[src/rtl/ram_loader_pkg.sv]
// Shared encodings for the RAM loader: FSM states, write-enable patterns,
// and the size of the frame length field.
package ram_loader_pkg;

    typedef enum logic [2:0] {
        S_IDLE = 3'd0,
        S_LEN  = 3'd1,
        S_DATA = 3'd2,
        S_SUM  = 3'd3,
        S_DONE = 3'd4,
        S_ERR  = 3'd5
    } state_t;

    localparam logic [3:0] WE_ALL    = 4'hF;
    localparam logic [3:0] WE_NONE   = 4'h0;
    localparam int         LEN_BYTES = 4;

endpackage

[src/rtl/loader_word_asm.sv]
// Byte-to-word assembler for the RAM loader. Collects little-endian bytes,
// keeps the running mod-256 checksum of payload bytes and emits one
// registered word_valid pulse per completed payload word.
module loader_word_asm (
    input  logic        clk,
    input  logic        rst,
    input  logic        clear,
    input  logic        accept,
    input  logic        data_phase,
    input  logic [7:0]  byte_in,
    output logic        last_byte,
    output logic [31:0] next_word,
    output logic        word_valid,
    output logic [31:0] word,
    output logic [7:0]  checksum
);

    logic [23:0] shreg;
    logic [1:0]  cnt;

    // The word that completes if the byte on byte_in is accepted now; the
    // FSM uses it to decode the length field without an extra cycle.
    assign last_byte = (cnt == 2'd3);
    assign next_word = {byte_in, shreg};

    // Shift in accepted bytes (first byte ends up in bits [7:0]), count
    // them, accumulate payload bytes and strobe completed payload words.
    always_ff @(posedge clk or negedge rst) begin
        if (!rst) begin
            shreg      <= '0;
            cnt        <= '0;
            checksum   <= '0;
            word_valid <= 1'b0;
            word       <= '0;
        end else begin
            word_valid <= 1'b0;
            if (clear) begin
                shreg    <= '0;
                cnt      <= '0;
                checksum <= '0;
            end else if (accept) begin
                shreg <= {byte_in, shreg[23:8]};
                cnt   <= cnt + 2'd1;
                if (data_phase) begin
                    checksum <= checksum + byte_in;
                    if (last_byte) begin
                        word_valid <= 1'b1;
                        word       <= next_word;
                    end
                end
            end
        end
    end

endmodule

[src/rtl/ram_loader.sv]
// Frame-based RAM loader: LEN(4B LE) | N words (LE) | SUM(1B). Writes the
// payload through one RAM write port and holds the core in reset until a
// load completes with a matching checksum.
module ram_loader
    import ram_loader_pkg::*;
#(
    parameter int SCALE   = 10,
    parameter int TIMEOUT = 1000000
) (
    input  logic             clk,
    input  logic             rst,
    input  logic             start,
    input  logic             in_valid,
    input  logic [7:0]       in_data,
    output logic             in_ready,
    output logic [3:0]       we,
    output logic [SCALE-1:0] addr,
    output logic [31:0]      wdata,
    output logic             cpu_hold,
    output logic             busy,
    output logic             done,
    output logic             error
);

    localparam int              TW         = $clog2(TIMEOUT + 1);
    localparam logic [TW-1:0]   IDLE_LIMIT = TW'(TIMEOUT - 1);
    localparam logic [32:0]     CAPACITY   = 33'd1 << SCALE;

    state_t           state;
    logic [SCALE:0]   idx;
    logic [SCALE:0]   idx_next;
    logic [SCALE:0]   n_words;
    logic [TW-1:0]    idle_cnt;
    logic             accept;
    logic             load_go;
    logic             last_byte;
    logic [31:0]      next_word;
    logic             word_valid;
    logic [7:0]       checksum;

    assign accept   = in_valid && in_ready;
    assign load_go  = start && (state == S_IDLE || state == S_DONE || state == S_ERR);
    assign idx_next = idx + 1'b1;

    // The write strobe is the assembler's registered word pulse, so it lands
    // one cycle after the 4th byte and vanishes with the async reset.
    assign we = word_valid ? WE_ALL : WE_NONE;

    loader_word_asm u_asm (
        .clk        (clk),
        .rst        (rst),
        .clear      (load_go),
        .accept     (accept),
        .data_phase (state == S_DATA),
        .byte_in    (in_data),
        .last_byte  (last_byte),
        .next_word  (next_word),
        .word_valid (word_valid),
        .word       (wdata),
        .checksum   (checksum)
    );

    // Frame FSM with registered status outputs and the idle timeout.
    always_ff @(posedge clk or negedge rst) begin
        if (!rst) begin
            state    <= S_IDLE;
            addr     <= '0;
            in_ready <= 1'b0;
            busy     <= 1'b0;
            done     <= 1'b0;
            error    <= 1'b0;
            cpu_hold <= 1'b1;
            idx      <= '0;
            n_words  <= '0;
            idle_cnt <= '0;
        end else begin
            case (state)
                S_IDLE, S_DONE, S_ERR: begin
                    if (start) begin
                        state    <= S_LEN;
                        busy     <= 1'b1;
                        done     <= 1'b0;
                        error    <= 1'b0;
                        cpu_hold <= 1'b1;
                        in_ready <= 1'b1;
                        idx      <= '0;
                        idle_cnt <= '0;
                    end
                end
                default: begin
                    if (accept) begin
                        idle_cnt <= '0;
                        case (state)
                            S_LEN: begin
                                if (last_byte) begin
                                    if ({1'b0, next_word} > CAPACITY) begin
                                        state    <= S_ERR;
                                        busy     <= 1'b0;
                                        error    <= 1'b1;
                                        in_ready <= 1'b0;
                                    end else if (next_word == 32'd0) begin
                                        state <= S_SUM;
                                    end else begin
                                        state   <= S_DATA;
                                        n_words <= next_word[SCALE:0];
                                    end
                                end
                            end
                            S_DATA: begin
                                if (last_byte) begin
                                    addr <= idx[SCALE-1:0];
                                    idx  <= idx_next;
                                    if (idx_next == n_words)
                                        state <= S_SUM;
                                end
                            end
                            S_SUM: begin
                                busy     <= 1'b0;
                                in_ready <= 1'b0;
                                if (in_data == checksum) begin
                                    state    <= S_DONE;
                                    done     <= 1'b1;
                                    cpu_hold <= 1'b0;
                                end else begin
                                    state <= S_ERR;
                                    error <= 1'b1;
                                end
                            end
                            default: ;
                        endcase
                    end else if (idle_cnt == IDLE_LIMIT) begin
                        // Stalled too long mid-frame: abort; any partial word is discarded.
                        state    <= S_ERR;
                        busy     <= 1'b0;
                        error    <= 1'b1;
                        in_ready <= 1'b0;
                    end else begin
                        idle_cnt <= idle_cnt + 1'b1;
                    end
                end
            endcase
        end
    end

endmodule

[config.mk]
export PLATFORM = sky130hd
export DESIGN_NAME = ram_loader
export DESIGN_NICKNAME = d
export VERILOG_FILES = /design/src/rtl/ram_loader_pkg.sv /design/src/rtl/loader_word_asm.sv /design/src/rtl/ram_loader.sv
export SDC_FILE = /design/constraint.sdc
export NUM_CORES = 1
export LEC_CHECK = 0
export CORE_MARGIN = 3
export CORE_UTILIZATION = 51
export CTS_BUF_LIST = sky130_fd_sc_hd__clkbuf_4
export DETAILED_ROUTE_END_ITERATION = 7
export PLACE_DENSITY = 0.75
export SYNTH_ARGS = -nofsm -noshare
export SYNTH_HDL_FRONTEND = slang
export SYNTH_HIERARCHICAL = 1
export SYNTH_SLANG_ARGS = --single-unit
[constraint.sdc]
create_clock -name clk -period 4 [get_ports clk]
set_input_delay 0.6 -clock clk [delete_from_list [all_inputs] [get_ports clk]]
set_output_delay 0.6 -clock clk [all_outputs]
set_load 0.02 [all_outputs]
==> results.json <==
{
  "die_y_um": 118,
  "drv_cap": 0,
  "coreArea_um2": 12200,
  "slew_violations": 0,
  "synth-async-reset-ratio_pct": 100,
  "pwr-share-clk_pct": 24.9,
  "viasPerCell": 5.60,
  "path_clk_slew_ns": 0.13,
  "rsz0062_at_grt": "no",
  "critPathMaxStageDelay_ns": 0.64,
  "antenna_found_initial": 0,
  "postCtsHoldBufs": 0,
  "layout_min_cycle_time_ns": 2.80,
  "grt_pass1_wl_um": 24700,
  "drive_above_1_share_pct": 8.09,
  "ys_ff_latch": 126,
  "post_cts_buffers": 0,
  "dpl.hpwl_um": 9760,
  "status": "finished, final reports clean",
  "fin_hold_ws_ns": 0.206,
  "skew_ns": 0.0273,
  "ys_types": 63,
  "met3_usage_pct": 5.62,
  "worst-path-max-fanout": 23,
  "required_ns": 4.38,
  "insertedDiodeCount": 0,
  "area_delta_synth_final_pct": 13.8,
  "grt_start_max_net_pins": 83,
  "cts_sinks": 126,
  "start_kind": "flop",
  "route.detailed.drc": 0,
  "final_cell_mix": "nand2_1, dfrtp_1, clkdlybuf4s50_1",
  "worstRegToRegCells": 8,
  "worstHoldPathType": "in2async",
  "crit_chain": "ha_1 > and3_1 > nand3_1 > or4_1 > nand2b_1 > a31oi_1 > o21ai_0 > o31ai_1",
  "gr-usage-met2_pct": 35.0,
  "synth_top_area_cell": "dfrtp_1",
  "clock.fmax_ghz": 0.357,
  "p_leak_nw": 3.37,
  "gp_congestion": 0.888,
  "tritoncts": "built",
  "initialDrtViolationCount": 369,
  "wl_um": 14400,
  "cts_made_buffers": 17,
  "htree_levels": 4,
  "clk_latency_ns": 0.56,
  "overflow": 0,
  "seqPwrFrac_pct": 51.6,
  "setup_viol": 0,
  "max-vdd-ir-drop_uv": 324,
  "finalNetCount": 752,
  "p_per_area_nw_per_um2": 427,
  "syn_nets": 708,
  "p_sw_mw": 1.17,
  "cts-root-buf": "clkbuf_4",
  "totalNegativeSetupSlack_ns": 0,
  "post-route-period-util_pct": 70.1,
  "max-slew-margin-rel_pct": 30.8,
  "post_synth_inst_count": 685,
  "synth-edff-count": 0,
  "synth_area_per_cell_um2": 9.35,
  "critPathKind": "reg2reg",
  "synth_flop_cell": "dfrtp_1",
  "ant_nets": 0,
  "ys_warn_count": 6,
  "p_int_mw": 1.95,
  "cts_resized": 0,
  "slowest_stage": "nand2b_1",
  "busiest_layer": "met2",
  "die_x_um": 118,
  "switching_share_pct": 37.5,
  "worst_pin_slew_ns": 1.04,
  "dr.pass1.iters": 5,
  "grt_use_met1_pct": 28.7,
  "dpl.cell_count": 878,
  "combPwrFrac_pct": 23.5,
  "die_area_um2": 13900,
  "synthTopCellsByArea": "dfrtp_1, nand2_1, mux2i_1",
  "cp.arrival_ns": 3.19,
  "wl_per_cell_um": 15.8,
  "fin_cells": 910,
  "port_buffers": 62,
  "r2r_start": "idle_cnt[0]",
  "initial_utilization_pct": 52.7,
  "cts_buffer_depth": 2,
  "yosysTopAreaCellShare_pct": 48.8,
  "hold_violations": 0,
  "yosysSeqAreaShare_pct": 49.2,
  "r2r_end": "idle_cnt[14]",
  "crit_path_end_kind": "flop",
  "num_io_pins": 63,
  "syn_area_um2": 6410,
  "placementRows": 40,
  "final_common_cell": "nand2_1",
  "critPathLaunch": "idle_cnt[0]",
  "vias": 5092,
  "grt_pass1_vias": 5059,
  "grt_use_total_pct": 21.5,
  "rrSetupSlack_ns": 1.20
}
==> how the worst max path moves through the flow <==
stage,endpoint,slack [ns],depth (start not counted)
finish,idle_cnt[14],1.20,8
global route,idle_cnt[10],0.91,8
CTS,idle_cnt[14],1.22,8
detailed placement,idx[8],0.83,8
global placement,n_words[1],0.90,7
floorplan,n_words[0],1.50,8
==> worst max-delay path, delay by kind of cell, from the launching register on <==
family	cells	cell delay (ns)
simple gates	4	1.58
compound gates	3	0.41
fa+ha+maj	1	0.21
flops	1	0.43
==> power groups by stage <==
stage | Clock (mW) | Sequential, mW | Combinational [mW]
floorplan | 0 | 1.56 | 0.538
global placement | 0 | 1.62 | 0.705
detailed placement | 0 | 1.63 | 0.731
CTS | 0.794 | 1.60 | 0.733
global route | 0.862 | 1.63 | 0.820
finish | 0.777 | 1.61 | 0.732
==> stage by stage <==
step	worst slack [ns]	util (%)	instance area [um2]	total power, mW
floorplan	1.50	-	6410	2.10
CTS	1.22	60.0	7290	3.13
global placement	0.903	58.0	7050	2.33
finish	1.20	60.0	7290	3.12
detailed placement	0.827	58.0	7050	2.36
global route	0.910	60.0	7290	3.31
==> kinds of logic after synthesis <==
family / count (synthesis) / synth area share [%]
AO/OA/AOI/OAI: 119 / 11.9
XOR/XNOR: 25 / 3.42
adder cells (fa/ha/maj): 11 / 2.27
buffers and inverters: 53 / 4.55
flip-flops: 126 / 49.2
multiplexers: 39 / 6.91
AND/OR/NAND/NOR: 312 / 21.7
==> area by class of cell <==
| class | instances | area, um2 |
|---|---|---|
| Sequential cell | 126 | 3150 |
| Tap cell | 168 | 210 |
| Clock inverter | 15 | 116 |
| Multi-Input combinational cell | 506 | 2970 |
| Inverter | 9 | 33.8 |
| Timing Repair Buffer | 69 | 683 |
| Fill cell | 1068 | 4870 |
| Clock buffer | 17 | 128 |
==> sequential cells by signal (all words and copies together) (netlist names) <==
| name | flops |
|---|---|
| u_asm/word_valid | 1 |
| state | 3 |
| n_words | 11 |
| u_asm/shreg | 24 |
| addr | 10 |
| cpu_hold | 1 |
| busy | 1 |
| error | 1 |
| u_asm/checksum | 8 |
| u_asm/word | 32 |
| idle_cnt | 20 |
| done | 1 |
| idx | 11 |
| u_asm/cnt | 2 |
==> cells in the mapped netlist, types with 2 or more instances <==
library cell    n
a211o_1         3
a211oi_1        2
a21o_1          8
a21oi_1        19
a22o_1          2
a311o_1         3
a31oi_1         3
and2_1          6
and3_1          7
and4_1          3
buf_2          11
buf_4          13
buf_6           4
clkbuf_1       16
dfrtp_1       125
ha_1           10
inv_1           7
mux2_2          2
mux2_4         10
mux2i_1        27
nand2_1       161
nand2b_1        6
nand3_1        24
nand4_1         7
nor2_1         60
nor2b_1         2
nor3_1         12
nor4_1         11
o211ai_1        2
o21ai_0        41
o21ai_1         5
o21bai_1        3
o31ai_1        13
o41ai_1         4
or4_1           2
xnor2_1        19
xor2_1          6
==> metal layers <==
metal  routed length [um]  part of all wire, %  vias to the layer above
met5                    0                    0                        -
met2                 6960                   48                      133
met3                  671                  4.7                       15
met4                  113                 0.79                        0
met1                 6640                   46                     2486
li1                     -                    -                     2458
Note: power is estimated with default switching activity, not from simulation.
